File: src/rtl/rgb2ycbcr_if.sv
// Pixel bus for the RGB to YCbCr converter: the RGB input side and the YCbCr output side.
// There is no handshake. The DUT accepts a pixel on every pixel_clk edge, and i_data_en only marks active video.
interface rgb2ycbcr_if;
  logic [7:0] i_r_8b;
  logic [7:0] i_g_8b;
  logic [7:0] i_b_8b;
  logic       i_h_sync;
  logic       i_v_sync;
  logic       i_data_en;
  logic [7:0] o_y_8b;
  logic [7:0] o_cb_8b;
  logic [7:0] o_cr_8b;
  logic       o_h_sync;
  logic       o_v_sync;
  logic       o_data_en;

  modport master (
    output i_r_8b, i_g_8b, i_b_8b, i_h_sync, i_v_sync, i_data_en,
    input  o_y_8b, o_cb_8b, o_cr_8b, o_h_sync, o_v_sync, o_data_en
  );

  modport slave (
    input  i_r_8b, i_g_8b, i_b_8b, i_h_sync, i_v_sync, i_data_en,
    output o_y_8b, o_cb_8b, o_cr_8b, o_h_sync, o_v_sync, o_data_en
  );
endinterface

File: src/rtl/rgb2ycbcr_pipe.sv
// BT.601 full-range RGB to YCbCr converter with a fixed 3-stage pipeline.
// The stages are products, then offset sums, then shift/clamp. Syncs ride a matching 3-deep delay line.
module rgb2ycbcr_pipe (
  input  logic        pixel_clk,
  input  logic        reset_n,
  rgb2ycbcr_if.slave  px
);

  localparam logic signed [17:0] C_YR  = 18'sd77;
  localparam logic signed [17:0] C_YG  = 18'sd150;
  localparam logic signed [17:0] C_YB  = 18'sd29;
  localparam logic signed [17:0] C_CBR = -18'sd43;
  localparam logic signed [17:0] C_CBG = -18'sd85;
  localparam logic signed [17:0] C_CBB = 18'sd128;
  localparam logic signed [17:0] C_CRR = 18'sd128;
  localparam logic signed [17:0] C_CRG = -18'sd107;
  localparam logic signed [17:0] C_CRB = -18'sd21;
  localparam logic signed [17:0] OFS_Y = 18'sd128;
  localparam logic signed [17:0] OFS_C = 18'sd32896;

  logic signed [17:0] r_s, g_s, b_s;
  logic signed [17:0] p_yr, p_yg, p_yb, p_cbr, p_cbg, p_cbb, p_crr, p_crg, p_crb;
  logic signed [17:0] s_y, s_cb, s_cr;
  logic [2:0]         sync_d1, sync_d2;   // {h_sync, v_sync, data_en}

  assign r_s = $signed({10'd0, px.i_r_8b});
  assign g_s = $signed({10'd0, px.i_g_8b});
  assign b_s = $signed({10'd0, px.i_b_8b});

  // With these coefficients, Cb/Cr reach 256 for saturated primaries, so the upper clamp matters.
  function automatic logic [7:0] clamp8(input logic signed [17:0] s);
    logic signed [17:0] q;
    q = s >>> 8;
    if (q < 18'sd0)
      clamp8 = 8'd0;
    else if (q > 18'sd255)
      clamp8 = 8'hff;
    else
      clamp8 = q[7:0];
  endfunction

  always_ff @(posedge pixel_clk or negedge reset_n) begin
    if (!reset_n) begin
      p_yr  <= '0; p_yg  <= '0; p_yb  <= '0;
      p_cbr <= '0; p_cbg <= '0; p_cbb <= '0;
      p_crr <= '0; p_crg <= '0; p_crb <= '0;
      sync_d1 <= '0;
    end else begin
      p_yr  <= r_s * C_YR;  p_yg  <= g_s * C_YG;  p_yb  <= b_s * C_YB;
      p_cbr <= r_s * C_CBR; p_cbg <= g_s * C_CBG; p_cbb <= b_s * C_CBB;
      p_crr <= r_s * C_CRR; p_crg <= g_s * C_CRG; p_crb <= b_s * C_CRB;
      sync_d1 <= {px.i_h_sync, px.i_v_sync, px.i_data_en};
    end
  end

  always_ff @(posedge pixel_clk or negedge reset_n) begin
    if (!reset_n) begin
      s_y     <= '0;
      s_cb    <= '0;
      s_cr    <= '0;
      sync_d2 <= '0;
    end else begin
      s_y     <= p_yr + p_yg + p_yb + OFS_Y;
      s_cb    <= p_cbr + p_cbg + p_cbb + OFS_C;
      s_cr    <= p_crr + p_crg + p_crb + OFS_C;
      sync_d2 <= sync_d1;
    end
  end

  // Pixel outputs blank to zero whenever the aligned data enable is low.
  always_ff @(posedge pixel_clk or negedge reset_n) begin
    if (!reset_n) begin
      px.o_y_8b    <= '0;
      px.o_cb_8b   <= '0;
      px.o_cr_8b   <= '0;
      px.o_h_sync  <= 1'b0;
      px.o_v_sync  <= 1'b0;
      px.o_data_en <= 1'b0;
    end else begin
      px.o_y_8b    <= sync_d2[0] ? clamp8(s_y)  : 8'd0;
      px.o_cb_8b   <= sync_d2[0] ? clamp8(s_cb) : 8'd0;
      px.o_cr_8b   <= sync_d2[0] ? clamp8(s_cr) : 8'd0;
      px.o_h_sync  <= sync_d2[2];
      px.o_v_sync  <= sync_d2[1];
      px.o_data_en <= sync_d2[0];
    end
  end

endmodule

File: src/flat_wrapper.sv
// flat-port wrapper written by rule: the top's interface ports become plain ports
module rgb2ycbcr_pipe_flat 
  (pixel_clk, reset_n, px_i_r_8b, px_i_g_8b, px_i_b_8b, px_i_h_sync, px_i_v_sync, px_i_data_en, px_o_y_8b, px_o_cb_8b, px_o_cr_8b, px_o_h_sync, px_o_v_sync, px_o_data_en);
  rgb2ycbcr_if px_i ();
  input  logic pixel_clk;
  input  logic reset_n;
  input wire logic [$bits(px_i.i_r_8b)-1:0] px_i_r_8b;
  input wire logic [$bits(px_i.i_g_8b)-1:0] px_i_g_8b;
  input wire logic [$bits(px_i.i_b_8b)-1:0] px_i_b_8b;
  input wire logic [$bits(px_i.i_h_sync)-1:0] px_i_h_sync;
  input wire logic [$bits(px_i.i_v_sync)-1:0] px_i_v_sync;
  input wire logic [$bits(px_i.i_data_en)-1:0] px_i_data_en;
  output wire logic [$bits(px_i.o_y_8b)-1:0] px_o_y_8b;
  output wire logic [$bits(px_i.o_cb_8b)-1:0] px_o_cb_8b;
  output wire logic [$bits(px_i.o_cr_8b)-1:0] px_o_cr_8b;
  output wire logic [$bits(px_i.o_h_sync)-1:0] px_o_h_sync;
  output wire logic [$bits(px_i.o_v_sync)-1:0] px_o_v_sync;
  output wire logic [$bits(px_i.o_data_en)-1:0] px_o_data_en;
  assign px_i.i_r_8b = px_i_r_8b;
  assign px_i.i_g_8b = px_i_g_8b;
  assign px_i.i_b_8b = px_i_b_8b;
  assign px_i.i_h_sync = px_i_h_sync;
  assign px_i.i_v_sync = px_i_v_sync;
  assign px_i.i_data_en = px_i_data_en;
  assign px_o_y_8b = px_i.o_y_8b;
  assign px_o_cb_8b = px_i.o_cb_8b;
  assign px_o_cr_8b = px_i.o_cr_8b;
  assign px_o_h_sync = px_i.o_h_sync;
  assign px_o_v_sync = px_i.o_v_sync;
  assign px_o_data_en = px_i.o_data_en;
  rgb2ycbcr_pipe u_core (.pixel_clk(pixel_clk), .reset_n(reset_n), .px(px_i));
endmodule
File: config.mk
export PLATFORM = sky130hd
export DESIGN_NAME = rgb2ycbcr_pipe_flat
export DESIGN_NICKNAME = d
export VERILOG_FILES = /design/src/rtl/rgb2ycbcr_if.sv /design/src/rtl/rgb2ycbcr_pipe.sv /design/src/flat_wrapper.sv
export SDC_FILE = /design/constraint.sdc
export NUM_CORES = 1
export LEC_CHECK = 0
export ABC_AREA = 1
export BUFFER_PORTS_ARGS = -buffer_cell sky130_fd_sc_hd__buf_2
export CAP_MARGIN = 40
export CORE_ASPECT_RATIO = 1.4
export CORE_MARGIN = 8
export CORE_UTILIZATION = 50
export CTS_CLUSTER_DIAMETER = 30
export DETAILED_ROUTE_END_ITERATION = 10
export PLACE_DENSITY_LB_ADDON = 0.12
export SETUP_SLACK_MARGIN = 0.05
export SLEW_MARGIN = 20
export SYNTH_ARGS = -nofsm -noshare
export SYNTH_HDL_FRONTEND = slang
export SYNTH_SLANG_ARGS = --single-unit
File: constraint.sdc
create_clock -name pixel_clk -period 7.5 [get_ports pixel_clk]
set_clock_uncertainty 0.2 [all_clocks]
set_input_delay 1.125 -clock pixel_clk [delete_from_list [all_inputs] [get_ports pixel_clk]]
set_output_delay 1.125 -clock pixel_clk [all_outputs]
set_load 0.01 [all_outputs]
[After elaboration in Yosys (flattened, before gate mapping)]
Index checks and enable logic that the tools add are counted.
Word-level totals
  register bits: 228
  bits of input ports: 29
  output and inout bits: 27
  word-level logic and storage cells: 51
Operators by class
  $add $sub $neg: 9
  $mul: 7
  order comparisons: 6
  muxes and demuxes: 9
Operators by type and width (number)
  18-bit adder: 4
  8-bit 2-to-1 mux: 9
  18-bit by 17-bit adder with 18-bit output, second input constant: 2
  9-bit by 8-bit multiplier with 17-bit output, second input constant: 2
  10-bit by 9-bit > comparator with 1-bit output, second input constant: 3
  10-bit by 1-bit less-than comparator with 1-bit output, second input constant: 3
  8-bit by 7-bit multiplier with 15-bit output, second input constant: 2
  16-bit by 18-bit adder with 18-bit output: 1
  18-bit by 16-bit adder with 18-bit output: 1
  18-bit by 9-bit adder with 18-bit output, second input constant: 1
  9-bit by 7-bit multiplier with 16-bit output, second input constant: 1
  9-bit by 6-bit multiplier with 15-bit output, second input constant: 1
  8-bit by 5-bit multiplier with 13-bit output, second input constant: 1

[Logic depth before layout (Yosys ltp)]
Gate-level depths: netlist of the first run.
  word-level depth: 4
  gate-level depth with buffers: 18
  gate-level depth less buffers: 18

[Least setup slack after synthesis of the first run]
No wires, ideal clock.
  path kind: input -> register
  from: input port px_i_g_8b[1]
  to: register u_core.p_cbg[13]
  setup time: 0.117 ns
  arrival time: 3.979 ns
  required time: 7.183 ns
  path slack: 3.204 ns
  stages on the path: 16
  buffers on the path: 0
  cells stage by stage: inv_1 -> ha_1 -> fa_1 -> fa_1 -> inv_1 -> fa_1 -> inv_1 -> ha_1 -> nand2_1 -> a21oi_1 -> nor2_1 -> nand2_1 -> nand3_1 -> nand2_1 -> nand2_1 -> nand2_1
On the way
  longest elaborated chain between the ends: 1
RTL lines
  start, declared: RTL line flat_wrapper.sv:8  | input wire logic [$bits(px_i.i_g_8b)-1:0] px_i_g_8b;
  9-bit by 8-bit multiplier with 17-bit output: RTL line rgb2ycbcr_pipe.sv:50  | p_cbr <= r_s * C_CBR; p_cbg <= g_s * C_CBG; p_cbb <= b_s * C_CBB;
  end signal, assigned: RTL line rgb2ycbcr_pipe.sv:50
  end, declared: RTL line rgb2ycbcr_pipe.sv:22  | logic signed [17:0] p_yr, p_yg, p_yb, p_cbr, p_cbg, p_cbb, p_crr, p_crg, p_crb;
No other way between the ends.

[Worst setup path in the final report of the first run]
Ends and elaborated chain as after synthesis.

==> flow_metrics.env, run 1 <==
export IMPL_postCtsHoldBufs=0
export IMPL_cp_start_kind="input port"
export IMPL_grt_max_degree=56
export IMPL_ys_dominant_reg_cell="dfrtp_1"
export IMPL_p_clk_share_pct=11.9
export IMPL_diodes=0
export IMPL_drive_above_1_share_pct=5.52
export IMPL_cts_setup_buffers=0
export IMPL_cts_sinks=175
export IMPL_clk_pin_slew_ns=0.07
export IMPL_die_h_um=225
export IMPL_ys_seq_area_share_pct=28.0
export IMPL_path_class="in2reg"
export IMPL_period_minus_slack_ns=4.35
export IMPL_vias=11128
export IMPL_grt_usage_pct=19.1
export IMPL_grtUsageMet1_pct=23.9
export IMPL_worst_path_max_fanout=8
export IMPL_worst_endpoint_arrival_ns=4.47
export IMPL_wl_per_cell_um=15.7
export IMPL_grt_use_met3_pct=2.77
export IMPL_hpwl_um=29000
export IMPL_finalSetupViolations=0
export IMPL_dieArea_um2=37300
export IMPL_ys_types=30
export IMPL_synth_edf_count=0
export IMPL_cellPowerDensity_nw_per_um2=454
export IMPL_min_path_type="reg2reg"
export IMPL_avgSynthCellArea_um2=9.27
export IMPL_drc=0
export IMPL_ir_drop_mv=0.263
export IMPL_setup_tns_ns=0
export IMPL_cpMostUsedCell="nand2_1"
export IMPL_numCtsBuffers=17
export IMPL_die_w_um=166
export IMPL_p_comb_share_pct=68.2
export IMPL_slowest_stage="fa_1"
export IMPL_period_share_pct=58.0
export IMPL_syn_num_nets=2175
export IMPL_io_pins=56
export IMPL_htreeDepth=4
export IMPL_dr_pass1_iters=5
export IMPL_row_count=76
export IMPL_synth_top_cell_area_share_pct=28.5
export IMPL_seq_power_share_pct=19.9
export IMPL_path_delay_family="adder cells"
export IMPL_syn_inst=1690
export IMPL_antenna_left=0
export IMPL_cts_buffer_depth=2
export IMPL_worstPathRequired_ns=7.62
export IMPL_switching_share_pct=50.4
export IMPL_status="completed"
export IMPL_fin_area_um2=17100
export IMPL_hold_viol=0
export IMPL_gr_total_overflow=0
export IMPL_initial_core_util_pct=50.8
export IMPL_grt_busiest_layer="met2"
export IMPL_crit_chain="buf_2 -> inv_1 -> ha_1 -> fa_1 -> fa_1 -> inv_1 -> fa_1 -> inv_1 -> ha_1 -> nand2_1 -> a21oi_1 -> nor2_1 -> nand2_1 -> nand3_1 -> nand2_1 -> nand2_1 -> nand2_1"
export IMPL_met2_usage_pct=33.1
export IMPL_drv_slew=0
export IMPL_synth_most_common_cell="ha_1"
export IMPL_core_um2=30800
export IMPL_max_slew_margin_pct=68.3
export IMPL_slowest_delay_ns=0.56
export IMPL_end_kind="flip-flop"
export IMPL_routabilityCongestion=0.896
export IMPL_post_cts_resized=0
export IMPL_clockRootBuffer="clkbuf_16"
export IMPL_io_buffers=55
export IMPL_synth_area_top_cells="ha_1, dfrtp_1, fa_1"
export IMPL_grt_pass1_vias=11450
export IMPL_ys_seq_elements=175
export IMPL_grt_pass1_wl_um=57500
export IMPL_synth_common_cells="ha_1, nand2_1, inv_1"
export IMPL_area_delta_synth_final_pct=9.04
export IMPL_postPlaceCellArea_um2=16500
export IMPL_async_flop_share_pct=100
export IMPL_drt_initial_drc_count=576
export IMPL_worst_skew_pair_late_latency_ns=0.44
export IMPL_wl_um=34000
export IMPL_grt_setup_unrepaired="false"
export IMPL_ys_warn_count=0
export IMPL_nets=2249
export IMPL_power_leakage_nw=9.58
export IMPL_cts_tree="done"
export IMPL_antenna_found_initial=1
export IMPL_crit_buf_inv=4
export IMPL_tightestPinTransition_ns=0.473
export IMPL_via_per_inst=5.14
export IMPL_syn_cell_area_um2=15700
export IMPL_p_switching_mw=3.91
export IMPL_internal_power_mw=3.84
export IMPL_fmax_mhz=230
export IMPL_maxCapViolCount=0
export IMPL_synth_top_area_cell="ha_1"
-- final cells by class --
cell class              instances  area, um2
fillers                      2884      13700
inverters                     252        946
well taps                     390        488
multi-input cells            1260      10300
repair buffers                 58        337
flip-flops and latches        175       4380
clock inverters                13        174
clock buffers                  18        429
-- routing by layer --
layer / vias up / share of wire, %
li1: 5688 / -
met1: 5262 / 45
met2: 135 / 50
met3: 43 / 2.6
met4: 0 / 2.8
met5: - / 0
-- flip-flops by register name (all words and copies together) (netlist names) --
signal	flops
u_core.px.o_v_sync	1
u_core.px.o_h_sync	1
u_core.px.o_cb_8b	8
u_core.p_cbr	16
u_core.p_cbg	17
u_core.s_cr	10
u_core.p_crg	16
u_core.px.o_data_en	1
u_core.p_yg	12
u_core.sync_d1	3
u_core.sync_d2	3
u_core.p_crr	6
u_core.p_crb	15
u_core.s_cb	10
u_core.p_yr	12
u_core.s_y	10
u_core.px.o_cr_8b	8
u_core.p_yb	11
u_core.px.o_y_8b	8
u_core.p_cbb	7
-- metrics by stage --
stage               std cells  setup slack [ns]  hold WS, ns  power [mW]  util (%)
finish                   2166              3.15        0.151        7.75      55.4
global route             2166              2.88        0.156        8.74      55.4
CTS                      2166              3.18        0.154        7.85      55.4
detailed placement       2135              2.70        0.137        6.86      53.5
global placement         2133              2.82        0.137        6.82      53.3
floorplan                1690              3.20        0.131        5.50         -
-- worst reg2reg max path: stages (launching register included) --
cell and delay (ns):
dfrtp_1 0.50, fa_1 0.47, ha_1 0.31, ha_1 0.36, nand2_1 0.16, nor2_1 0.13, nand3_1 0.08, nand2_1 0.15
nand2_1 0.10, nand3_1 0.07, nand2_1 0.09
-- worst paths after layout --
kind / start / end / slack [ns] / cells after the start
hold reg to reg: u_core.sync_d1[2] / u_core.sync_d2[2] / 0.15 / 0
hold / removal: u_core.sync_d1[2] / u_core.sync_d2[2] / 0.15 / 0
max in group asynchronous: reset_n / u_core.p_cbg[12] / 5.30 / 4
setup / recovery: px_i_g_8b[1] / u_core.p_cbg[13] / 3.15 / 17
setup reg to reg: u_core.p_cbr[1] / u_core.s_cr[17] / 4.75 / 10
min in group asynchronous: reset_n / u_core.px.o_cr_8b[5] / 0.40 / 1
-- power groups by stage --
stage	Combinational, mW	Sequential (mW)	Clock, mW
floorplan	4.02	1.49	0
global placement	5.26	1.57	0
detailed placement	5.30	1.56	0
CTS	5.35	1.55	0.952
global route	6.18	1.58	0.987
finish	5.29	1.54	0.922
-- placed cells by master (no fill, tap or decap), types with 2 or more instances in the layout --
cell type / instances
ha_1: 357
nand2_1: 301
inv_1: 252
dfrtp_1: 175
nor2_1: 136
fa_1: 99
a21oi_1: 98
nand3_1: 95
buf_2: 54
xor2_1: 51
o21ai_0: 20
a21o_1: 19
o21ai_1: 18
clkbuf_16: 17
xnor2_1: 13
o21bai_1: 8
nand4_1: 8
a31oi_1: 8
nor3_1: 6
nor4_1: 5
inv_6: 4
inv_8: 3
bufinv_16: 3
clkinv_2: 3
nand2_2: 2
nor4_2: 2
a21oi_2: 2
nor3b_2: 2
o21a_1: 2
a21boi_0: 2
nand3b_1: 2
-- logic make-up after synthesis --
family	share of synthesized area [%]
AOI/OAI and AO/OA	6.36
adders and majority gates	41.2
xor gates and xnor gates	3.58
buffers and inverters	6.11
and+or+nand+nor	14.8
DFF	28.0
No activity file was read; power rests on OpenSTA's default activity.
==> run 2: changes to the inputs <==
==> constraint.sdc (replaced) <==
create_clock -name pixel_clk -period 4.2 [get_ports pixel_clk]
set_clock_uncertainty 0.2 [all_clocks]
set_input_delay 0.63 -clock pixel_clk [delete_from_list [all_inputs] [get_ports pixel_clk]]
set_output_delay 0.63 -clock pixel_clk [all_outputs]
set_load 0.01 [all_outputs]
==> flow_metrics.env, run 2 (synthesis results as in run 1) <==
export IMPL_layout_common_cells="ha_1, nand2_1, inv_1"
export IMPL_core_um2=30800
export IMPL_drive_above_1_share_pct=6.09
export IMPL_dieArea_um2=37300
export IMPL_drv_slew=0
export IMPL_finalSetupViolations=0
export IMPL_rrSetupSlack_ns=1.42
export IMPL_whs_path_depth=1
export IMPL_mostFrequentLayoutCell="ha_1"
export IMPL_finalPower_mw=13.9
export IMPL_io_buffers=55
export IMPL_initial_core_util_pct=50.8
export IMPL_fmax_mhz=277
export IMPL_clockRootBuffer="clkbuf_16"
export IMPL_via_per_inst=5.15
export IMPL_path_class="in2reg"
export IMPL_fin_area_um2=17200
export IMPL_row_count=76
export IMPL_period_minus_slack_ns=3.61
export IMPL_antenna_found_initial=0
export IMPL_grt_pass1_wl_um=57500
export IMPL_grt_max_degree=73
export IMPL_htreeDepth=4
export IMPL_hold_viol=0
export IMPL_drc=0
export IMPL_wl_per_cell_um=15.6
export IMPL_period_share_pct=85.8
export IMPL_post_place_ws_ns=0.144
export IMPL_reg2reg_depth=11
export IMPL_power_leakage_nw=9.61
export IMPL_io_pins=56
export IMPL_nets=2261
export IMPL_grt_pass1_vias=11675
export IMPL_layout_setup_ws_ns=0.594
export IMPL_grt_usage_pct=19.1
export IMPL_diodes=0
export IMPL_maxCapViolCount=0
export IMPL_area_delta_synth_final_pct=9.54
export IMPL_cp_start_kind="input port"
export IMPL_grt_setup_unrepaired="false"
export IMPL_cts_sinks=175
export IMPL_ir_drop_mv=0.517
export IMPL_post_cts_resized=0
export IMPL_cts_tree="done"
export IMPL_numCtsBuffers=17
export IMPL_worst_skew_pair_late_latency_ns=0.44
export IMPL_postPlaceCellArea_um2=16500
export IMPL_whs_ns=0.0970
export IMPL_end_kind="flip-flop"
export IMPL_vias=11232
export IMPL_gr_total_overflow=0
export IMPL_wl_um=34100
export IMPL_die_w_um=166
export IMPL_status="completed"
export IMPL_hpwl_um=29300
export IMPL_max_slew_margin_pct=55.5
export IMPL_die_h_um=225
export IMPL_cellPowerDensity_nw_per_um2=808
export IMPL_worst_path_max_fanout=5
export IMPL_dr_pass1_iters=4
export IMPL_setup_tns_ns=0
export IMPL_largest_register_ffs=17
export IMPL_routabilityCongestion=0.911
export IMPL_min_path_type="in2reg"
export IMPL_drt_initial_drc_count=472
export IMPL_largest_register="u_core.p_cbg"
export IMPL_tightestPinTransition_ns=0.668
export IMPL_cts_buffer_depth=2
export IMPL_clk_pin_slew_ns=0.07
export IMPL_reg_largest_list="u_core.p_cbg (17), u_core.p_cbr (16), u_core.p_crg (16)"
export IMPL_antenna_left=0
export IMPL_worstPathRequired_ns=4.32
export IMPL_worst_endpoint_arrival_ns=3.72
==> run 2: changes by cell type in the layout (fill, tap and decap cells not counted), sizes merged <==
cell / delta
buf: +11
clkbuf: +3
clkinvlp: +2
inv: -2
bufinv: -1
clkinv: -1
dlygate4sd3: +1
==> run 2: area by class of cell <==
cell class / count / area [um2]
clock buffers: 21 / 460
clock inverters: 11 / 149
fillers: 2827 / 13600
inverters: 252 / 946
multi-input cells: 1260 / 10300
flip-flops and latches: 175 / 4380
well taps: 390 / 488
repair buffers: 70 / 409
==> run 2: through the flow <==
stage                     std cells  util [%]
after detailed placement       2146      53.7
after global routing           2179      55.7
after global placement         2146      53.7
after CTS                      2179      55.7
final                          2179      55.7
after floorplan                1690         -
==> run 2: worst max-delay path, stage by stage <==
cell,delay (ns)
buf_2,0.16
inv_1,0.08
ha_1,0.35
fa_1,0.47
fa_1,0.52
inv_1,0.05
fa_1,0.47
ha_1,0.38
a21o_1,0.21
a21oi_1,0.18
nand2_1,0.09
xor2_1,0.14
==> run 2: report_power, final <==
part / internal, mW / switching (mW) / total (mW) / leakage, nW
Clock: 0.927 / 0.692 / 1.62 / 0.291
Combinational: 3.54 / 5.94 / 9.48 / 7.25
Sequential: 2.39 / 0.373 / 2.76 / 2.07
Total: 6.86 / 7.01 / 13.9 / 9.61
==> run 2: worst paths after layout <==
path | from | to
max in group asynchronous | reset_n | u_core.sync_d1[1]
max | px_i_g_8b[4] | u_core.p_crg[11]
max reg2reg | u_core.p_cbr[1] | u_core.s_cr[17]
min in group asynchronous | reset_n | u_core.px.o_cr_8b[4]
min | px_i_data_en | u_core.sync_d1[0]
min reg2reg | u_core.sync_d2[1] | u_core.px.o_v_sync
==> run 2: timing repair <==
action | CTS | global route
setup buffers | 0 | 0
hold buffers | 1 | 0
setup endpoints to repair | 0 | 0
endpoints found under the hold margin | 9 | 0
==> run 2: per-layer routing <==
metal	up-vias	track usage (%)	wire [um]
met4	0	6.38	768
met1	5340	22.7	15000
met3	45	2.77	1050
met5	-	0	0
met2	142	34.6	17300
li1	5705	-	-
==> run 3: changes to the inputs <==
--- a/config.mk
+++ b/config.mk
@@ -13,6 +13,7 @@
 export CORE_UTILIZATION = 50
 export CTS_CLUSTER_DIAMETER = 30
 export DETAILED_ROUTE_END_ITERATION = 10
+export GPL_TIMING_DRIVEN = 0
 export PLACE_DENSITY_LB_ADDON = 0.12
 export SETUP_SLACK_MARGIN = 0.05
 export SLEW_MARGIN = 20
==> flow_metrics.env, run 3 (synthesis results as in run 1) <==
export IMPL_status="completed"
export IMPL_io_pins=56
export IMPL_initial_core_util_pct=50.8
export IMPL_ir_drop_mv=0.813
export IMPL_fmax_mhz=255
export IMPL_antenna_left=0
export IMPL_cts_setup_buffers=0
export IMPL_routabilityCongestion=0.921
export IMPL_drv_slew=0
export IMPL_wl_um=33300
export IMPL_worst_skew_pair_late_latency_ns=0.44
export IMPL_diodes=0
export IMPL_maxCapViolCount=0
export IMPL_worst_endpoint_arrival_ns=4.05
export IMPL_grt_usage_pct=18.7
export IMPL_regToRegStartpoint="u_core.p_cbr[1]"
export IMPL_cellPowerDensity_nw_per_um2=802
export IMPL_finalPower_mw=13.7
export IMPL_tightestPinTransition_ns=0.621
export IMPL_reg2reg_depth=10
export IMPL_die_h_um=225
export IMPL_nets=2251
export IMPL_clk_pin_slew_ns=0.07
export IMPL_fin_area_um2=17000
export IMPL_reg_largest_list="u_core.p_cbg (17), u_core.p_cbr (16), u_core.p_crg (16)"
export IMPL_grt_pass1_wl_um=56500
export IMPL_fill_cells=2861
export IMPL_place_inst=2136
export IMPL_post_layout_nonfiller_instances=2168
export IMPL_grt_pass1_vias=11505
export IMPL_numCtsBuffers=17
export IMPL_row_count=76
export IMPL_cts_buffer_depth=2
export IMPL_worstPathRequired_ns=4.33
export IMPL_io_buffers=55
export IMPL_cts_sinks=175
export IMPL_r2r_end="u_core.s_cr[13]"
export IMPL_hpwl_um=28000
export IMPL_hold_viol=0
export IMPL_whs_ns=0.0861
export IMPL_largest_register_ffs=17
export IMPL_max_slew_margin_pct=58.6
export IMPL_die_w_um=166
export IMPL_drc=0
export IMPL_dieArea_um2=37300
export IMPL_area_delta_synth_final_pct=8.78
export IMPL_via_per_inst=5.13
export IMPL_postPlaceCellArea_um2=16500
export IMPL_grt_setup_unrepaired="false"
export IMPL_whs_path_depth=1
export IMPL_wl_per_cell_um=15.3
export IMPL_cts_tree="done"
export IMPL_worst_path_max_fanout=8
export IMPL_p_clk_share_pct=11.1
export IMPL_finalSetupViolations=0
export IMPL_internal_power_mw=6.70
export IMPL_switching_share_pct=50.9
export IMPL_p_switching_mw=6.96
export IMPL_vias=11113
export IMPL_drt_initial_drc_count=579
export IMPL_grt_max_degree=94
export IMPL_p_comb_share_pct=69.1
export IMPL_path_class="in2reg"
export IMPL_final_util_pct=55.3
export IMPL_end_kind="flip-flop"
export IMPL_antenna_found_initial=0
export IMPL_seq_power_share_pct=19.8
export IMPL_mostFrequentLayoutCell="ha_1"
export IMPL_gr_total_overflow=0
export IMPL_min_path_type="in2reg"
export IMPL_power_leakage_nw=9.54
export IMPL_cp_start_kind="input port"
export IMPL_htreeDepth=4
export IMPL_layout_common_cells="ha_1, nand2_1, inv_1"
export IMPL_min_to="u_core.sync_d1[1]"
export IMPL_core_um2=30800
export IMPL_largest_register="u_core.p_cbg"
export IMPL_period_share_pct=93.3
export IMPL_period_minus_slack_ns=3.92
export IMPL_clockRootBuffer="clkbuf_16"
export IMPL_rrSetupSlack_ns=1.49
export IMPL_dr_pass1_iters=5
export IMPL_drive_above_1_share_pct=5.40
export IMPL_min_delay_start="px_i_v_sync"
run 3: area by class of cell:
cell class | count | area (um2) | area share (%)
Buffer | 3 | 11.3 | 0.0661
Clock buffer | 19 | 443 | 2.60
Clock inverter | 12 | 119 | 0.698
Inverter | 252 | 946 | 5.55
Multi-Input combinational cell | 1260 | 10300 | 60.6
Sequential cell | 175 | 4380 | 25.7
Tap cell | 390 | 488 | 2.86
Timing Repair Buffer | 57 | 325 | 1.91
run 3: per-layer routing:
metal	global-route usage, %	vias to the layer above	wire (um)
met4	8.16	0	1170
li1	-	5688	-
met2	32.2	143	16200
met3	2.48	43	699
met1	23.1	5239	15200
met5	0	-	0
run 3: power groups by stage:
stage / Combinational, mW / Clock (mW) / Sequential, mW
CTS: 9.55 / 1.57 / 2.72
detailed placement: 9.44 / 0 / 2.74
global route: 10.9 / 1.63 / 2.76
finish: 9.44 / 1.52 / 2.70
floorplan: 7.17 / 0 / 2.65
global placement: 9.39 / 0 / 2.75
run 3: worst max-delay path: stages:
cell and delay [ns]:
clkbuf_4 0.22, inv_1 0.09, ha_1 0.37, fa_1 0.49, fa_1 0.54, inv_1 0.05, fa_1 0.52, inv_1 0.04
ha_1 0.36, nand2_1 0.11, nor2_1 0.16, nand3_1 0.09, nand3_1 0.10, xor2_1 0.27
run 3: timing repair:
item,CTS,global route
endpoints found under the setup margin,0,2
hold endpoints to repair,29,0
resized for setup,0,1
hold buffers,1,0
run 3: how the worst max path moves through the flow:
stage | cells past startpoint | start | slack, ns | endpoint
after CTS | 16 | px_i_g_8b[1] | 0.26 | u_core.p_cbg[13]
after detailed placement | 16 | px_i_g_8b[1] | -0.23 | u_core.p_cbg[13]
final | 14 | px_i_g_8b[1] | 0.28 | u_core.p_cbg[14]
after global placement | 1 | reset_n | -0.39 | u_core.p_yr[13]
after floorplan | 16 | px_i_g_8b[1] | 0.40 | u_core.p_cbg[13]
after global routing | 16 | px_i_g_8b[1] | 0.07 | u_core.p_cbg[13]
run 3: through the flow:
step / TNS (ns) / worst slack [ns]
2_1_floorplan: 0 / 0.399
3_3_place_gp: -62.88 / -0.394
3_5_place_dp: -0.938 / -0.229
4_1_cts: 0 / 0.259
5_1_grt: 0 / 0.0729
6_report: 0 / 0.282
